[src/rtl/a0_uart_tx_if.sv]
// Status bus of the a0 UART reporter: monitored value in, serial line and status out.
interface a0_uart_tx_if #(
  parameter int unsigned WIDTH = 32
) ();
  logic [WIDTH-1:0] a0;
  logic             tx;
  logic             busy;
  logic [7:0]       drop_cnt;

  modport master (output a0, input tx, input busy, input drop_cnt);
  modport slave  (input a0, output tx, output busy, output drop_cnt);
endinterface

[src/rtl/a0_uart_tx.sv]
// Streams the monitored a0 value as uppercase hex plus CR/LF over an 8N1 UART
// whenever it differs from the last value sent.
module a0_uart_tx #(
  parameter int unsigned WIDTH        = 32,
  parameter int unsigned CLKS_PER_BIT = 868
) (
  input  logic        clk,
  input  logic        rst,
  a0_uart_tx_if.slave bus
);

  localparam int unsigned NIB   = WIDTH / 4;
  localparam int unsigned NCHAR = NIB + 2;
  localparam int unsigned IDX_W = $clog2(NCHAR);
  localparam int unsigned CNT_W = $clog2(CLKS_PER_BIT);

  typedef enum logic [2:0] {
    IDLE,
    START,
    DATA,
    STOP,
    NEXT
  } state_e;

  state_e             state_q, state_d;
  logic [WIDTH-1:0]   a0_q, a0_d;
  logic [WIDTH-1:0]   last_sent_q, last_sent_d;
  logic [WIDTH-1:0]   frame_val_q, frame_val_d;
  logic [IDX_W-1:0]   char_idx_q, char_idx_d;
  logic [2:0]         bit_idx_q, bit_idx_d;
  logic [CNT_W-1:0]   bit_cnt_q, bit_cnt_d;
  logic               tx_q, tx_d;
  logic               busy_q, busy_d;
  logic [7:0]         drop_cnt_q, drop_cnt_d;

  logic               req;
  logic               bit_wrap;
  logic               stop_last;
  logic [IDX_W-1:0]   nib_pos;
  logic [IDX_W+1:0]   nib_sh;
  logic [3:0]         nib;
  logic [7:0]         char_byte;

  assign req       = (a0_q != last_sent_q);
  assign bit_wrap  = (bit_cnt_q == CNT_W'(CLKS_PER_BIT - 1));
  assign stop_last = (bit_cnt_q == CNT_W'(CLKS_PER_BIT - 2));

  // Character being shifted out: hex nibbles MSB first, then CR, then LF.
  always_comb begin
    nib_pos   = IDX_W'(NIB - 1) - char_idx_q;
    nib_sh    = {nib_pos, 2'b00};
    nib       = 4'(frame_val_q >> nib_sh);
    char_byte = 8'h0A;
    if (char_idx_q < IDX_W'(NIB)) begin
      char_byte = (nib < 4'd10) ? (8'h30 + 8'(nib)) : (8'h37 + 8'(nib));
    end else if (char_idx_q == IDX_W'(NIB)) begin
      char_byte = 8'h0D;
    end
  end

  // Input sampling and superseded-value counting; a return to the value in
  // flight is a cancellation rather than a drop.
  always_comb begin
    a0_d       = bus.a0;
    drop_cnt_d = drop_cnt_q;
    if ((state_q != IDLE) && (bus.a0 != a0_q) && (a0_q != last_sent_q) &&
        (bus.a0 != last_sent_q) && (drop_cnt_q != 8'hFF)) begin
      drop_cnt_d = drop_cnt_q + 8'd1;
    end
  end

  // Frame sequencer; tx is the registered level of the current state, so the
  // line trails the state by one cycle. NEXT is the last cycle of the stop bit.
  always_comb begin
    state_d     = state_q;
    last_sent_d = last_sent_q;
    frame_val_d = frame_val_q;
    char_idx_d  = char_idx_q;
    bit_idx_d   = bit_idx_q;
    bit_cnt_d   = bit_cnt_q;
    tx_d        = 1'b1;
    case (state_q)
      IDLE: begin
        if (req) begin
          frame_val_d = a0_q;
          last_sent_d = a0_q;
          char_idx_d  = '0;
          bit_idx_d   = '0;
          bit_cnt_d   = '0;
          state_d     = START;
        end
      end
      START: begin
        tx_d = 1'b0;
        if (bit_wrap) begin
          bit_cnt_d = '0;
          bit_idx_d = '0;
          state_d   = DATA;
        end else begin
          bit_cnt_d = bit_cnt_q + CNT_W'(1);
        end
      end
      DATA: begin
        tx_d = char_byte[bit_idx_q];
        if (bit_wrap) begin
          bit_cnt_d = '0;
          if (bit_idx_q == 3'd7) begin
            bit_idx_d = '0;
            state_d   = STOP;
          end else begin
            bit_idx_d = bit_idx_q + 3'd1;
          end
        end else begin
          bit_cnt_d = bit_cnt_q + CNT_W'(1);
        end
      end
      STOP: begin
        tx_d      = 1'b1;
        bit_cnt_d = bit_cnt_q + CNT_W'(1);
        if (stop_last) begin
          state_d = NEXT;
        end
      end
      NEXT: begin
        tx_d      = 1'b1;
        bit_cnt_d = '0;
        if (char_idx_q == IDX_W'(NCHAR - 1)) begin
          state_d = IDLE;
        end else begin
          char_idx_d = char_idx_q + IDX_W'(1);
          state_d    = START;
        end
      end
      default: begin
        state_d = IDLE;
      end
    endcase
    busy_d = (state_d != IDLE);
  end

  // State and datapath registers; reset forces the line idle immediately.
  always_ff @(posedge clk or negedge rst) begin
    if (!rst) begin
      state_q     <= IDLE;
      a0_q        <= '0;
      last_sent_q <= '0;
      frame_val_q <= '0;
      char_idx_q  <= '0;
      bit_idx_q   <= '0;
      bit_cnt_q   <= '0;
      tx_q        <= 1'b1;
      busy_q      <= 1'b0;
      drop_cnt_q  <= '0;
    end else begin
      state_q     <= state_d;
      a0_q        <= a0_d;
      last_sent_q <= last_sent_d;
      frame_val_q <= frame_val_d;
      char_idx_q  <= char_idx_d;
      bit_idx_q   <= bit_idx_d;
      bit_cnt_q   <= bit_cnt_d;
      tx_q        <= tx_d;
      busy_q      <= busy_d;
      drop_cnt_q  <= drop_cnt_d;
    end
  end

  assign bus.tx       = tx_q;
  assign bus.busy     = busy_q;
  assign bus.drop_cnt = drop_cnt_q;

endmodule
[src/flat_wrapper.sv]
// flat-port wrapper written by rule: the top's interface ports become plain ports
module a0_uart_tx_flat 
#(
  parameter int unsigned WIDTH        = 32,
  parameter int unsigned CLKS_PER_BIT = 868
)
  (clk, rst, bus_a0, bus_tx, bus_busy, bus_drop_cnt);
  a0_uart_tx_if #(.WIDTH(WIDTH)) bus_i ();
  input  logic clk;
  input  logic rst;
  input wire logic [$bits(bus_i.a0)-1:0] bus_a0;
  output wire logic [$bits(bus_i.tx)-1:0] bus_tx;
  output wire logic [$bits(bus_i.busy)-1:0] bus_busy;
  output wire logic [$bits(bus_i.drop_cnt)-1:0] bus_drop_cnt;
  assign bus_i.a0 = bus_a0;
  assign bus_tx = bus_i.tx;
  assign bus_busy = bus_i.busy;
  assign bus_drop_cnt = bus_i.drop_cnt;
  a0_uart_tx #(.WIDTH(WIDTH), .CLKS_PER_BIT(CLKS_PER_BIT)) u_core (.clk(clk), .rst(rst), .bus(bus_i));
endmodule
[config.mk]
export PLATFORM = sky130hd
export DESIGN_NAME = a0_uart_tx_flat
export DESIGN_NICKNAME = d
export VERILOG_FILES = /design/src/rtl/a0_uart_tx_if.sv /design/src/rtl/a0_uart_tx.sv /design/src/flat_wrapper.sv
export SDC_FILE = /design/constraint.sdc
export NUM_CORES = 1
export LEC_CHECK = 0
export BUFFER_PORTS_ARGS = -buffer_cell sky130_fd_sc_hd__buf_2
export CORE_MARGIN = 2
export CORE_UTILIZATION = 60
export CTS_CLUSTER_SIZE = 28
export DETAILED_ROUTE_END_ITERATION = 16
export PLACE_DENSITY = 0.8
export SLEW_MARGIN = 20
export SYNTH_ARGS = -nofsm -noshare
export SYNTH_HDL_FRONTEND = slang
export SYNTH_SLANG_ARGS = --single-unit
[constraint.sdc]
create_clock -name clk -period 2.85 [get_ports clk]
set_clock_uncertainty 0.1 [all_clocks]
set_input_delay 0 -clock clk [delete_from_list [all_inputs] [get_ports clk]]
set_output_delay 0 -clock clk [all_outputs]
set_load 0.05 [all_outputs]
## Word level (Yosys, flattened, before mapping)

Cells that the tools add are included.

| word-level totals | value |
|---|---|
| register bits | 94 |
| input port bits | 34 |
| output and inout port bits | 10 |
| logic and storage cells | 76 |

| cells by class | value |
|---|---|
| $add $sub $neg | 7 |
| order comparisons | 3 |
| equality and inequality tests | 17 |
| shifts and indexed selects | 1 |
| muxes and demuxes | 24 |
| reduce and logical (&&, ||, !) cells | 15 |

Operators by type and width:

| kind | count |
|---|---|
| != test 32 bit | 3 |
| case mux 10 bit (4 select lines) | 1 |
| >> shifter 32 x 6 -> 4 bit | 1 |
| 2-to-1 mux 3 bit | 10 |
| equality test 10 bit, second input constant | 2 |
| 2-to-1 mux 10 bit | 2 |
| 2-to-1 mux 8 bit | 2 |
| case mux 3 bit (5 select lines) | 1 |
| adder 6 x 4 -> 7 bit, first input constant | 2 |
| adder 10 x 1 -> 10 bit, second input constant | 1 |
| case mux 3 bit (3 select lines) | 1 |
| nonzero test 3 bit | 3 |
| adder 8 x 1 -> 8 bit, second input constant | 1 |
| equality test 4 bit, second input constant | 2 |
| < comparator 4 bit, second input constant | 2 |
| 2-to-1 mux 4 bit | 2 |
| != test 8 bit, second input constant | 1 |
| case mux 4 bit (2 select lines) | 1 |
| equality test 3 x 2 -> 1 bit, second input constant | 2 |
| equality test 3 bit, second input constant | 2 |
| != test 2 x 1 -> 1 bit, second input constant | 3 |
| adder 4 x 1 -> 4 bit, second input constant | 1 |
| logical AND 1 bit | 4 |
| < comparator 3 x 4 -> 1 bit, second input constant | 1 |
| other kinds (14) | 16 |

## Longest topological paths before layout

| logic depth | value |
|---|---|
| depth after elaboration | 8 |
| depth in mapped cells | 10 |
| gate-level depth less buffers | 9 |

## Worst setup path after synthesis

Ideal clock, no wire load.

| timing path | value |
|---|---|
| kind | flip-flop to flip-flop |
| from | register u_core.char_idx_q[0] |
| to | register u_core.tx_q, in the netlist u_core.bus.tx |
| data arrival time | 2432 ps |
| required time | 2673 ps |
| setup slack | 241 ps |
| cell stages (with the launch flop) | 11 |
| path buffers | 1 |
| period minus slack after synthesis | 2609 ps |
| cell sequence | dfrtp_1 buf_6 mux4_1 mux2i_4 nand2b_1 ha_1 nand2_1 nor3b_1 o211ai_1 a311o_1 a31oi_1 |

| on the way | value |
|---|---|
| longest elaborated chain between the ends | 8 |
| elaborated cells between the ends (all ways) | 13 |
| those cells by class | 3 x add/sub; 2 x order compare; 1 x eq/ne; 1 x shift; 6 x mux |

Ends and longest elaborated chain:

| element | line | RTL |
|---|---|---|
| start: declaration | a0_uart_tx.sv:29 | `logic [IDX_W-1:0] char_idx_q, char_idx_d;` |
| start signal: assignment | a0_uart_tx.sv:159 | `char_idx_q <= char_idx_d;` |
| subtractor 3 x 4 -> 4 bit | a0_uart_tx.sv:50 | `nib_pos = IDX_W'(NIB - 1) - char_idx_q;` |
| >> shifter 32 x 6 -> 4 bit | a0_uart_tx.sv:52 | `nib = 4'(frame_val_q >> nib_sh);` |
| adder 6 x 4 -> 7 bit or < comparator 4 bit (tied branches) | a0_uart_tx.sv:55 | `char_byte = (nib < 4'd10) ? (8'h30 + 8'(nib)) : (8'h37 + 8'(nib));` |
| 2-to-1 mux 8 bit | a0_uart_tx.sv:55 |  |
| 2-to-1 mux 8 bit * | a0_uart_tx.sv:54 | `if (char_idx_q < IDX_W'(NIB)) begin` |
| binary-select mux 1 bit (select 3 bit) * | a0_uart_tx.sv:104 | `tx_d = char_byte[bit_idx_q];` |
| 2-to-1 mux 1 bit (not written as such) * | a0_uart_tx.sv:104 |  |
| case mux 1 bit (2 select lines) * | a0_uart_tx.sv:82 | `case (state_q)` |
| via u_core.tx_d | a0_uart_tx.sv:32 | `logic tx_q, tx_d;` |
| end signal: assignment | a0_uart_tx.sv:162 | `tx_q <= tx_d;` |
| end: declaration | a0_uart_tx.sv:32 |  |

Mark *: on every way through the listed nets, which the timed path passes. The rest lies on a longest branch. The select of a mux whose other input is x is not followed.
A chain may end at the register's enable or synchronous reset.

## Final worst setup path

Same ends and word-level chain as after synthesis.

==> results.yml <==
outcome:
  status: "finished, final reports clean"
yosys:
  synth_top_flop_cell: "dfrtp_1"
  synth_top_family_by_area: "XOR/XNOR gates"
  yosysTopAreaCell: "dfrtp_1"
  syn_area_um2: 5020
  avgSynthCellArea_um2: 11.8
  synth_top_area_frac: 0.464
  yosys.area_share.simple: 0.121
  netlist_top_cells_area: "dfrtp_1 (46%), xor2_1 (12%), mux2_2 (7.6%)"
  synth-xor-area-share: 0.190
  synthAdderAreaFrac: 0.0219
  synth_compound_area_frac: 0.0476
  syn_nets: 467
  synth-async-reset-ratio: 1.00
  synth_edf_count: 0
  synthMuxAreaShare: 0.134
  yosysSeqAreaShare: 0.469
  synth_cell_types: 44
  synth-seq-cells: 94
  yosysMostFrequentCell: "dfrtp_1"
  yosys_warnings: 0
  synth_common_cells: "dfrtp_1 (93), xor2_1 (66), xnor2_1 (43)"
  syn_inst: 425
drt:
  drt_wl_total_mm: 11.6
  drc_errors: 0
  drtIter0Drc: 228
  drtAntennaViolNets: 0
  wire_per_inst_um: 18.8
  vias: 3696
  drt_first_pass_iters: 6
  vias_per_cell: 5.98
timing:
  max_freq_ghz: 0.374
  setup_viol: 0
  fin_tns_setup_ns: 0
  slew_headroom: 0.602
  tightest_slew_ns: 0.593
  finalCriticalPeriod_ns: 2.67
  final-max-slew-violation-count: 0
  finalCritPeriodShare: 0.938
  hold_viol: 0
  rsz0062_at_grt: "no"
worst_setup_path:
  max_stage_delay_ns: 0.62
  critPathKind: "flop to flop"
  critPathBufInv: 0
  worst_setup_path_end_kind: "flop"
  required_ns: 3.05
  critPathMaxFanout: 5
  crit_path_top_delay_cell: "mux4_1"
  crit_chain: "mux4_1, mux2i_4, nand2b_1, ha_1, nand2_1, nor3b_1, o211ai_1, a311o_1, a31oi_1"
  worst_setup_path_start_kind: "flop"
  worst_path_dominant_cell_family: "multiplexers"
  cp_data_arrival_time_ns: 2.87
placement:
  port_buffers: 43
  dp_hpwl_mm: 8.28
  routabilityCongestion: 0.867
cells_and_area:
  syn_to_final_growth_pct: 17.3
  drive_above_1_share: 0.218
  num_antenna_cells: 0
  fillCellCount: 542
  fin_util: 0.720
  fin_nets: 550
global_routing:
  gr-total-overflow: 0
  grt_max_degree: 44
  grt_pass1_wl_mm: 18.9
  grt.total_usage: 0.281
  grt_pass1_vias: 3668
  antenna_found_initial: 0
cts:
  cts.path.max_buffers: 2
  cts_made_buffers: 9
  cts_tree: "yes"
  clkTransAtPathRegs_ns: 0.10
  clock-sinks: 94
  ctsHtreeMaxLevel: 3
  root_buffer: "clkbuf_8"
  insertion_delay_ns: 0.37
  post-cts-setup-buffers: 0
pwr:
  power_density_nw_per_um2: 436
  power.leakage_nw: 2.45
  peakVddDrop_mv: 0.333
die:
  core.rowCount: 33
  initial_utilization: 0.614
  dieArea_um2: 9110
  die_h_um: 95.4
  die_x_um: 95.4
  io_pins: 44
  fp.coreArea_um2: 8180
run:
  max-cap-violations: 0
worst_hold_path:
  hold_class: "primary input to asynchronous set/reset pin"
-- power by group --
part           internal (mW)  leakage, nW  total (mW)  switching, mW
registers               1.38         1.13        1.44         0.0652
logic                  0.154         1.25       0.304          0.150
clock network          0.340       0.0776       0.820          0.480
total                   1.87         2.45        2.57          0.695
-- metal layers --
| layer | vias up | GRT usage | wire length [um] |
|---|---|---|---|
| met1 | 1859 | 0.380 | 5030 |
| li1 | 1695 | - | - |
| met4 | 0 | 0.106 | 384 |
| met3 | 30 | 0.0569 | 520 |
| met5 | - | 0 | 0 |
| met2 | 112 | 0.450 | 5700 |
-- logic make-up (layout without fill, tap and decap cells) --
| group | Yosys count | after routing |
|---|---|---|
| AND/OR/NAND/NOR | 109 | 109 |
| flip-flops | 94 | 94 |
| AO/OA/AOI/OAI | 38 | 38 |
| adder cells (fa/ha/maj) | 9 | 9 |
| XOR/XNOR | 109 | 109 |
| multiplexers | 49 | 49 |
| buffers and inverters | 17 | 105 |
-- stage by stage --
stage	std cells	power (mW)	cell area, um2	setup WS [ns]	hold WS, ns
finish	618	2.57	5890	0.176	0.0552
global route	618	2.67	5890	0.0551	0.122
CTS	618	2.57	5880	0.109	0.0831
detailed placement	569	1.73	5380	0.149	-0.0664
global placement	569	1.72	5380	0.269	-0.0735
floorplan	425	1.60	5020	0.241	-0.396
-- worst paths after layout --
| path | slack, ns | to | depth (start not counted) | start |
|---|---|---|---|---|
| max | 0.18 | u_core.bus.tx | 9 | u_core.char_idx_q[0] |
| min | 0.06 | u_core.frame_val_q[31] | 2 | rst |
| max reg2reg | 0.18 | u_core.bus.tx | 9 | u_core.char_idx_q[0] |
| min reg2reg | 0.40 | u_core.bus.drop_cnt[7] | 1 | u_core.bus.drop_cnt[7] |
| max in group asynchronous | 1.78 | u_core.bus.tx | 3 | rst |
| min in group clk | 0.21 | u_core.a0_q[7] | 2 | bus_a0[7] |
-- placed cells by master, fill, tap and decap left out, types with 3 or more instances in the layout --
| cell | count |
|---|---|
| nor3_1 | 7 |
| inv_1 | 6 |
| dlygate4sd3_1 | 33 |
| nor2b_1 | 4 |
| xor2_1 | 66 |
| o211ai_1 | 3 |
| nand2_1 | 18 |
| and3_1 | 4 |
| clkbuf_8 | 10 |
| buf_4 | 7 |
| nor2_1 | 11 |
| a31oi_1 | 3 |
| nor3b_1 | 4 |
| xnor2_1 | 43 |
| mux2_2 | 34 |
| ha_1 | 8 |
| mux2i_1 | 4 |
| dfrtp_1 | 92 |
| nor4_1 | 20 |
| a21oi_1 | 8 |
| nand3_1 | 9 |
| clkinvlp_4 | 4 |
| buf_2 | 42 |
| nand2b_1 | 4 |
| mux4_1 | 6 |
| o21ai_0 | 15 |
| nand4_1 | 19 |
-- flip-flops by register name, summed over array words and instances (netlist names) --
name and count:
u_core.a0_q 32, u_core.bit_cnt_q 10, u_core.bit_idx_q 3, u_core.bus.busy 1, u_core.bus.drop_cnt 8, u_core.bus.tx 1, u_core.char_idx_q 4, u_core.frame_val_q 32
u_core.state_q 3
-- final cells by class --
cell class	count	area (um2)	share of cell area
Multi-Input combinational cell	314	2590	0.440
Clock buffer	11	141	0.0240
Sequential cell	94	2350	0.400
Inverter	6	22.5	0.00383
Clock inverter	5	35.0	0.00595
Tap cell	105	131	0.0223
Timing Repair Buffer	83	613	0.104
-- what timing repair did --
action	CTS	global route
endpoints found under the hold margin	73	0
gates resized for setup	0	2
setup endpoints to repair	0	1
hold buffers	33	0
-- worst register-to-register path, delay by kind of cell (launching register included) --
| kind | cells | cell delay [ns] |
|---|---|---|
| muxes | 2 | 0.86 |
| adders and majority gates | 1 | 0.18 |
| and+or+nand+nor | 3 | 0.40 |
| DFF | 1 | 0.44 |
| AOI/OAI and AO/OA | 3 | 0.63 |
No activity file was read; power rests on OpenSTA's default activity.
